### config.mk
export PLATFORM = sky130hd
export DESIGN_NAME = spart_rx
export DESIGN_NICKNAME = d
export VERILOG_FILES = /design/src/rtl/spart_pkg.sv /design/src/rtl/spart_sync2.sv /design/src/rtl/spart_rx.sv
export SDC_FILE = /design/constraint.sdc
export NUM_CORES = 1
export LEC_CHECK = 0
export ABC_AREA = 1
export CAP_MARGIN = 0
export CORE_ASPECT_RATIO = 0.9
export CORE_MARGIN = 8
export CORE_UTILIZATION = 58
export CTS_CLUSTER_SIZE = 28
export DETAILED_ROUTE_END_ITERATION = 12
export HOLD_SLACK_MARGIN = 0.08
export PLACE_DENSITY_LB_ADDON = 0.2
export SYNTH_ARGS = -nofsm -noshare
export SYNTH_HDL_FRONTEND = slang
export SYNTH_SLANG_ARGS = --single-unit
### constraint.sdc
create_clock -name clk -period 3.5 [get_ports clk]
set_input_delay 0.7 -clock clk [delete_from_list [all_inputs] [get_ports clk]]
set_output_delay 0.7 -clock clk [all_outputs]
set_load 0.01 [all_outputs]
### src/rtl/spart_pkg.sv
// Shared types and constants for the SPART serial receiver.
// Contents: rx FSM state enum, oversampling/frame constants, sample-tick indices,
//           and a 2-of-3 majority helper used when SPART_RX_MAJORITY_EN is defined.
package spart_pkg;

  typedef enum logic [2:0] {
    RX_IDLE,
    RX_START,
    RX_DATA,
    RX_STOP,
    RX_WAIT_HIGH
  } rx_state_e;

  localparam int OVERSAMPLE = 16;
  localparam int DATA_BITS  = 8;

  // Tick-counter values (0-based, i.e. value N is the (N+1)th tick) at which
  // a bit is decided. The start bit is taken mid-bit; every later bit is
  // taken one full bit period after the previous centre sample.
  localparam logic [3:0] START_TICK     = 4'd7;                   // 8th tick
  localparam logic [3:0] BIT_TICK       = 4'(OVERSAMPLE - 1);     // 16th tick
  // With majority voting the start decision moves to the 9th tick (samples
  // at ticks 7, 8, 9); later bits keep their decision on BIT_TICK with the
  // samples on the two preceding ticks, so the bit spacing stays 16 ticks.
  localparam logic [3:0] START_TICK_MAJ = START_TICK + 4'd1;

  function automatic logic maj3(input logic a, input logic b, input logic c);
    return (a & b) | (a & c) | (b & c);
  endfunction

endpackage

### src/rtl/spart_sync2.sv
// Two-flop synchronizer for the asynchronous serial line; resets to 1 (line idle).
// Latency: 2 clk from d_i to q_o. No backpressure.
// Ports: clk, rst (async, active-high), d_i (async input), q_o (synchronized output).
module spart_sync2 (
  input  logic clk,
  input  logic rst,
  input  logic d_i,
  output logic q_o
);

  logic meta_q;
  logic sync_q;

  always_ff @(posedge clk or posedge rst) begin
    if (rst) begin
      meta_q <= 1'b1;
      sync_q <= 1'b1;
    end else begin
      meta_q <= d_i;
      sync_q <= meta_q;
    end
  end

  assign q_o = sync_q;

endmodule

### src/rtl/spart_rx.sv
// SPART receiver: 16x-oversampled 8N1 deserializer with sticky framing/overrun flags.
// Latency: outputs update on the stop-bit sample clock (2 clk synchronizer delay on rxd).
// Backpressure: none; a byte completing while rda is still set overwrites rx_data and sets overrun.
// Ports: clk, rst (async active-high), rx_baud_en (16x tick), rxd (serial line), rd (read strobe)
//        -> rx_data[7:0], rda, frame_err, overrun, rx_busy.
// Build option: define SPART_RX_MAJORITY_EN for 2-of-3 majority sampling of every bit.
module spart_rx
  import spart_pkg::*;
(
  input  logic       clk,
  input  logic       rst,
  input  logic       rx_baud_en,
  input  logic       rxd,
  input  logic       rd,
  output logic [7:0] rx_data,
  output logic       rda,
  output logic       frame_err,
  output logic       overrun,
  output logic       rx_busy
);

  logic rxd_s;

  spart_sync2 u_sync (
    .clk (clk),
    .rst (rst),
    .d_i (rxd),
    .q_o (rxd_s)
  );

  rx_state_e  state_q, state_d;
  logic [3:0] tick_q, tick_d;
  logic [2:0] bit_q, bit_d;
  logic [7:0] shift_q, shift_d;
  logic [7:0] rx_data_q, rx_data_d;
  logic       rda_q, rda_d;
  logic       fe_q, fe_d;
  logic       ov_q, ov_d;

  logic       sample_now;
  logic       sample_bit;

`ifdef SPART_RX_MAJORITY_EN
  // History of the line at the last two baud ticks; combined with the
  // current sample it gives the three votes at the decision tick.
  logic [1:0] vote_q, vote_d;

  always_comb begin
    vote_d = vote_q;
    if (rx_baud_en) begin
      vote_d = {vote_q[0], rxd_s};
    end
  end

  assign sample_now = rx_baud_en &&
                      (tick_q == ((state_q == RX_START) ? START_TICK_MAJ : BIT_TICK));
  assign sample_bit = maj3(vote_q[1], vote_q[0], rxd_s);
`else
  assign sample_now = rx_baud_en &&
                      (tick_q == ((state_q == RX_START) ? START_TICK : BIT_TICK));
  assign sample_bit = rxd_s;
`endif

  always_ff @(posedge clk or posedge rst) begin
    if (rst) begin
      state_q   <= RX_IDLE;
      tick_q    <= '0;
      bit_q     <= '0;
      shift_q   <= '0;
      rx_data_q <= '0;
      rda_q     <= 1'b0;
      fe_q      <= 1'b0;
      ov_q      <= 1'b0;
`ifdef SPART_RX_MAJORITY_EN
      vote_q    <= 2'b11;
`endif
    end else begin
      state_q   <= state_d;
      tick_q    <= tick_d;
      bit_q     <= bit_d;
      shift_q   <= shift_d;
      rx_data_q <= rx_data_d;
      rda_q     <= rda_d;
      fe_q      <= fe_d;
      ov_q      <= ov_d;
`ifdef SPART_RX_MAJORITY_EN
      vote_q    <= vote_d;
`endif
    end
  end

  always_comb begin
    state_d   = state_q;
    tick_d    = tick_q;
    bit_d     = bit_q;
    shift_d   = shift_q;
    rx_data_d = rx_data_q;
    // A read acknowledges the byte and clears the sticky flags; a byte
    // completion or framing error in the same cycle overrides below.
    rda_d     = rd ? 1'b0 : rda_q;
    fe_d      = rd ? 1'b0 : fe_q;
    ov_d      = rd ? 1'b0 : ov_q;

    if (rx_baud_en && (state_q == RX_START || state_q == RX_DATA || state_q == RX_STOP)) begin
      tick_d = tick_q + 4'd1;
    end

    case (state_q)
      RX_IDLE: begin
        if (!rxd_s) begin
          state_d = RX_START;
          tick_d  = '0;
        end
      end

      RX_START: begin
        if (sample_now) begin
          tick_d = '0;
          bit_d  = '0;
          // A start bit that reads high again was a glitch: drop it silently.
          state_d = sample_bit ? RX_IDLE : RX_DATA;
        end
      end

      RX_DATA: begin
        if (sample_now) begin
          tick_d  = '0;
          shift_d = {sample_bit, shift_q[7:1]};
          if (bit_q == 3'(DATA_BITS - 1)) begin
            bit_d   = '0;
            state_d = RX_STOP;
          end else begin
            bit_d = bit_q + 3'd1;
          end
        end
      end

      RX_STOP: begin
        if (sample_now) begin
          tick_d = '0;
          if (sample_bit) begin
            rx_data_d = shift_q;
            rda_d     = 1'b1;
            if (rda_q && !rd) begin
              ov_d = 1'b1;
            end
            state_d = RX_IDLE;
          end else begin
            // Bad stop bit: keep the previous byte, wait for the line to idle
            // so a held-low break is not mistaken for a new start bit.
            fe_d    = 1'b1;
            state_d = RX_WAIT_HIGH;
          end
        end
      end

      RX_WAIT_HIGH: begin
        if (rxd_s) begin
          state_d = RX_IDLE;
        end
      end

      default: begin
        state_d = RX_IDLE;
      end
    endcase
  end

  assign rx_data   = rx_data_q;
  assign rda       = rda_q;
  assign frame_err = fe_q;
  assign overrun   = ov_q;
  assign rx_busy   = (state_q != RX_IDLE);

endmodule

Word level (Yosys, flattened, before mapping)
Index checks and enable logic that the tools add are counted.
Storage, ports and cells
  bits in registers: 31
  latch bits: 0
  memory bits (writable): 0
  bits in read-only memories: 0
  bits of input ports: 5
  output and inout bits: 12
  word-level logic and storage cells: 69
  memories kept: 0
Cells by class
  add/sub/neg operators: 2
  $mul: 0
  div/mod/pow operators: 0
  order comparisons: 0
  equality and inequality tests: 12
  shift operators: 0
  mux-type cells: 31
  bitwise operators: 0
  reductions and logical operators: 14
Operators by type and width (number)
  two-way mux 3 bit: 10
  two-way mux 4 bit: 4
  case mux 3 bit (5 select lines): 1
  two-way mux 1 bit: 13
  inequality test 2 bit, second input constant: 4
  case mux 4 bit (2 select lines): 1
  equality test 3 x 2 -> 1 bit, second input constant: 2
  equality test 3 bit, second input constant: 2
  case mux 3 bit (2 select lines): 1
  AND reduction 3 bit: 2
  AND reduction 6 bit: 1
  adder 4 x 1 -> 4 bit, second input constant: 1
  equality test 4 bit: 1
  inequality test 2 x 1 -> 1 bit, second input constant: 2
  adder 3 x 1 -> 3 bit, second input constant: 1
  equality test 3 x 1 -> 1 bit, second input constant: 1
  logical AND 1 bit: 3
  zero test 3 bit: 1
  nonzero test 3 bit: 1
  OR reduction 3 bit: 1
  logical OR 1 bit: 2
  two-way mux 2 bit: 1
  AND reduction 2 bit: 1
  nonzero test 2 bit: 1
  zero test 1 bit: 1

Longest topological paths before layout
Gate-level depths: netlist (run 1).
  depth in word-level cells: 7
  depth in mapped cells: 9
  mapped depth without buffers: 9

Cells and area by module
A second synthesis (run 1) with hierarchy kept.
Second synthesis, totals
  cell total of the unflattened synthesis: 167
  area, all modules: 1502.7 um2
Modules (own cells, without submodules)
  spart_rx: times used 1, cells an instance 164, area an instance 1446.4 um2, seq. area each 725.7 um2
  spart_sync2: times used 1, cells an instance 3, area an instance 56.3 um2, seq. area each 52.6 um2

Least setup slack after synthesis (run 1)
OpenSTA, ideal clock, no wires.
  path kind: input port to flip-flop
  from: in rx_baud_en
  to: reg shift_q[7]
  library setup time: 0.119 ns
  data arrival time: 1.419 ns
  required time: 3.381 ns
  path slack: 1.962 ns
  stages on the path: 8
  path buffers: 1
  path through: inv_1 nor2_1 nand3_4 inv_6 nand2_4 buf_6 nand2_1 o21ai_2
On the way
  word-level cells in the longest chain between the ends: 2
Ends and longest elaborated chain
  start, declared: line spart_rx.sv:12  | input logic rx_baud_en,
  logical AND 1 bit: line spart_rx.sv:59  | assign sample_now = rx_baud_en &&
  AND reduction 2 bit (no source line)
  end signal, assigned: line spart_rx.sv:81  | shift_q <= shift_d;
  end, declared: line spart_rx.sv:34  | logic [7:0] shift_q, shift_d;
No other way between the ends.
A chain may end at the register's enable or synchronous reset.

Worst setup path in the final report (run 1)
  from: reg state_q[0]
  to: out rx_busy
On the way
  word-level cells in the longest chain between the ends: 1
Ends and longest elaborated chain
  start, declared: line spart_rx.sv:31  | rx_state_e state_q, state_d;
  start signal, assigned: line spart_rx.sv:78  | state_q <= state_d;
  nonzero test 3 bit: line spart_rx.sv:173  | assign rx_busy = (state_q != RX_IDLE);
  end, declared: line spart_rx.sv:19  | output logic rx_busy
No other way between the ends.

==> metrics.cfg, run 1 <==
[synth]
synth_edf_count = 0
yosysMostFrequentCell = nand2_1
synth.distinct_cells = 22
yosysWarnings = 0
syn_inst = 163
synthArstFlopShare = 1.00
synth_seq_cells = 31
yosysSeqAreaShare = 0.525
synthFlopType = dfrtp_1
synth_nets = 171
synth_top_cell_by_area = dfrtp_1
synth_area_leaders = dfrtp_1 (49%), nand2_1 (10%), o21ai_2 (8.9%)
syn_avg_cell_area_um2 = 9.10
synth.top_cells.by_count = nand2_1 (41), dfrtp_1 (29), inv_1 (23), o21ai_2 (15), nand3_1 (10)
synth_top_area_share = 0.489
netlist_area_um2 = 1480

[critical_path]
cp_data_arrival_time_ns = 1.56
end_kind = primary output
reg2reg_slack_ns = 2.00
rr_endpoint = rx_data[7]
cp_max_fo = 7
worstPathRequired_ns = 2.80
critPathKind = reg2out
rr_worst_depth = 8
reg2reg_from = tick_q[0]
worst_setup_path_start_kind = flop

[clock_network]
cts_buffers = 5
htree_levels = 2
cts_setup_buffers = 0
cts_root_buffer = clkbuf_4
clock_latency_ns = 0.32
ctsHoldBuffers = 0
cts_resized = 0
clock-sinks = 31
clock_path_buffers = 2
cts_tree = built
clkTransAtPathRegs_ns = 0.09

[power]
leakage_nw = 0.855
power_density_nw_per_um2 = 494
total_power_w = 0.000846
ir_drop_mv = 0.385

[sta]
setup-tns-final_ns = 0
setup_viol = 0
finalHoldViolCount = 0
period_share = 0.644
fmax_ghz = 0.443
worst_slew_pin_slew_ns = 0.371
maxSlewViolCount = 0
fin_crit_ns = 2.26
clock_skew_ns = 0.00535
rsz0062_at_grt = false
slew-limit-headroom = 0.753

[min_path]
min_from = u_sync.meta_q
hold_class = reg2reg
min_to = u_sync.q_o
holdPathStages = 0

[routing]
drcViolationCount = 0
vias_per_cell = 5.09
via_count = 1090
wl_per_cell_um = 11.8
first_pass_iters = 4
antenna_left = 0
wl_um = 2520
drt_iter0_markers = 58

[grt]
grt_pass1_vias = 987
grt_pass1_wl_um = 4520
grt_max_degree = 32
grt.overflow.total = 0
grt_antenna_before_repair = 0
track_usage = 0.123

[status]
status = finished clean

[finish]
fin_area_um2 = 1710
area_growth_pct = 15.5
layout.nets = 193
diodes = 0
drive_above_1_share = 0.183

[placement]
gp_congestion = 0.869
placed_cell_area_um2 = 1660
port-buffer-count = 16
dp_hpwl_um = 1920

[floorplan]
die-area_um2 = 4430
rows = 17
coreArea_um2 = 2450
initial_utilization = 0.606
die_x_um = 69.3
io_pins = 17
die_y_um = 64.0

[flow_run]
cap_violations = 0

-- per-stage QoR --
stage	utilization	hold slack, ns	setup WS [ns]	std cells
finish	0.700	0.359	1.24	214
global placement	0.680	0.346	1.45	206
CTS	0.700	0.360	1.24	214
floorplan	-	0.345	1.96	163
detailed placement	0.680	0.347	1.41	206
global route	0.700	0.364	1.13	214
-- cell families after synthesis --
kind of cell               count (synthesis)  share of synthesized area
AOI/OAI and AO/OA                         30                      0.139
xor gates and xnor gates                   2                     0.0118
adders and majority gates                  3                     0.0253
buffers and inverters                     27                     0.0819
DFF                                       31                      0.525
and+or+nand+nor                           70                      0.217
-- cell usage in the layout, fill, tap and decap left out, drive strengths merged --
| master | n |
|---|---|
| o21ai | 24 |
| dfstp | 2 |
| clkinv | 1 |
| clkdlybuf4s50 | 16 |
| nand3 | 11 |
| nand2 | 46 |
| ha | 3 |
| xor2 | 2 |
| or2 | 2 |
| nand4 | 1 |
| inv | 25 |
| buf | 1 |
| dfrtp | 29 |
| nor2 | 10 |
| a21oi | 6 |
| clkbuf | 7 |
-- worst max-delay path, stage by stage (launching register included) --
cell             delay [ns]
dfrtp_1                0.48
inv_1                  0.06
nand2_1                0.07
nor2_1                 0.04
inv_1                  0.06
clkdlybuf4s50_1        0.52
-- flip-flops by register name, summed over array words and instances, names as in the netlist --
name,cells
bit_q,3
frame_err,1
overrun,1
rda,1
rx_data,8
shift_q,8
state_q,3
tick_q,4
u_sync.meta_q,1
u_sync.q_o,1
-- layer usage --
| metal | GRT usage | vias to the layer above | wire (um) |
|---|---|---|---|
| li1 | - | 558 | - |
| met5 | 0 | - | 0 |
| met3 | 0.0448 | 4 | 126 |
| met1 | 0.150 | 506 | 1140 |
| met4 | 0.0563 | 0 | 25 |
| met2 | 0.190 | 22 | 1230 |
-- power breakdown --
part,internal [W],leakage (nW),switching (W)
Clock,0.0000782,0.0293,0.000115
Combinational,0.0000851,0.406,0.000141
Sequential,0.000390,0.420,0.0000371
Total,0.000553,0.855,0.000293
-- cell type report --
class / count / area (um^2)
inverters: 25 / 98.8
clock buffers: 7 / 45.0
well taps: 28 / 35.0
multi-input cells: 105 / 583
repair buffers: 17 / 168
clock inverters: 1 / 5.00
flip-flops and latches: 31 / 778
fillers: 205 / 733
-- worst max path at each step --
stage	startpoint	endpoint	slack (ns)	cells past startpoint
after floorplan	rx_baud_en	shift_q[7]	1.96	8
after global placement	rx_baud_en	rx_data[6]	1.45	8
after detailed placement	rx_baud_en	rx_data[7]	1.41	8
after CTS	state_q[0]	rx_busy	1.24	5
after global routing	state_q[0]	rx_busy	1.13	5
final	state_q[0]	rx_busy	1.24	5
No activity file was read; power rests on OpenSTA's default activity.
==> inputs of run 2 (changes only) <==
- CORE_UTILIZATION: 58 -> 54
- clock period: 3.5 -> 2.2 ns (I/O delays scaled with it)
==> run 2 against run 1 <==
Clock power increased by 54%. Total power increased by 58%. Non-clock buffer count did not move. Global-route usage is 0.14 points lower. First-iteration DRC count up 26%. Clock skew grew 0.0041 ns. Wire length fell by 0.12%. Die area increased by 5.6%. Utilization down 6.0 points. Worst hold slack got worse by 0.00055 ns. Via count grew 0.46%. Setup slack worse by 1.0 ns. Largest power group unchanged.
==> metrics.cfg, run 2 (synthesis results as in run 1) <==
[critical_path]
rr_endpoint = rx_data[4]
slowest_delay_ns = 0.53
cp_max_fo = 7
worstPathRequired_ns = 1.76
crit_start = state_q[0]
cp_data_arrival_time_ns = 1.55
crit_chain = inv_1 > nand2_1 > nor2_1 > inv_1 > clkdlybuf4s50_1
reg2reg_from = tick_q[0]
critPathKind = reg2out
crit_top_cell = inv_1
worstSetupEndpoint = rx_busy
rr_worst_depth = 8
reg2reg_slack_ns = 0.70
worst_setup_path_start_kind = flop
end_kind = primary output
slowest_stage = clkdlybuf4s50_1

[finish]
fill_cells = 222
drive_above_1_share = 0.183
layout.nets = 193
fin_util = 0.640
final_common_cell = nand2_1
area_growth_pct = 15.7
diodes = 0
final_cell_mix = nand2_1 (41), dfrtp_1 (29), inv_1 (23)

[grt]
grt.overflow.total = 0
grt_pass1_wl_um = 4510
grt_max_degree = 32
grt_pass1_vias = 1051
grt_antenna_before_repair = 0
track_usage = 0.121

[clock_network]
clock-sinks = 31
cts_buffers = 5
cts_resized = 0
ctsHoldBuffers = 0
htree_levels = 2
cts_tree = built
clkTransAtPathRegs_ns = 0.08
clock_path_buffers = 2
clock_latency_ns = 0.32
cts_root_buffer = clkbuf_4
cts_setup_buffers = 0

[power]
leakage_nw = 0.855
ir_drop_mv = 0.451
power_density_nw_per_um2 = 781

[routing]
drcViolationCount = 0
antenna_left = 0
via_count = 1095
wl_per_cell_um = 11.7
first_pass_iters = 4
drt_iter0_markers = 73
vias_per_cell = 5.07
wl_um = 2520

[placement]
dp_hpwl_um = 1900
gp_congestion = 0.892
port-buffer-count = 16

[sta]
finalHoldViolCount = 0
worst_slew_pin_slew_ns = 0.379
period_share = 0.904
rsz0062_at_grt = false
fin_crit_ns = 1.99
fmax_ghz = 0.503
whs_ns = 0.358
setup_viol = 0
slew-limit-headroom = 0.747
setup-tns-final_ns = 0
maxSlewViolCount = 0
clock_skew_ns = 0.00948

[floorplan]
coreArea_um2 = 2680
rows = 18
die_x_um = 71.2
die_y_um = 65.7
die-area_um2 = 4680
io_pins = 17
initial_utilization = 0.553

[min_path]
min_from = u_sync.meta_q
hold_class = reg2reg

[status]
status = finished clean

[flow_run]
cap_violations = 0

==> run 2: layer usage <==
metal / GRT usage / vias to the layer above / wire length [um] / share of wire
met5: 0 / - / 0 / 0
met4: 0.0544 / 0 / 30 / 0.012
met3: 0.0441 / 5 / 134 / 0.053
met2: 0.195 / 21 / 1220 / 0.48
met1: 0.143 / 505 / 1140 / 0.45
li1: - / 564 / - / -
==> run 2: cell type report <==
cell class,instances,area (um^2),share of cell area
flip-flops and latches,31,778,0.454
multi-input cells,105,583,0.340
repair buffers,17,168,0.0977
inverters,25,98.8,0.0576
clock buffers,7,45.0,0.0263
well taps,30,37.5,0.0219
clock inverters,1,5.00,0.00292
==> run 2: worst min-delay path by stage <==
stage	to	slack (ns)	cells past startpoint
floorplan	u_sync.q_o	0.35	0
detailed placement	u_sync.q_o	0.35	0
global route	u_sync.q_o	0.36	0
finish	u_sync.q_o	0.36	0
global placement	u_sync.q_o	0.35	0
CTS	u_sync.q_o	0.36	0
==> run 2: power breakdown <==
| group | internal, W | switching, W | total [W] |
|---|---|---|---|
| Clock | 0.000124 | 0.000173 | 0.000298 |
| Sequential | 0.000620 | 0.0000596 | 0.000680 |
| Combinational | 0.000136 | 0.000225 | 0.000361 |
| Total | 0.000881 | 0.000458 | 0.00134 |
==> run 2: critical path, delay by kind of cell, from the launching register on <==
family / cells / cell delay (ns)
buffers and inverters: 3 / 0.65
flip-flops: 1 / 0.48
AND/OR/NAND/NOR: 2 / 0.10
==> run 2: per-stage QoR <==
step	area [um^2]	total power [W]	std cells	setup slack [ns]
floorplan	1480	0.000955	163	0.804
global placement	1670	0.00104	208	0.403
detailed placement	1670	0.00105	208	0.354
CTS	1720	0.00136	216	0.186
global route	1720	0.00144	216	0.0721
finish	1720	0.00134	216	0.210
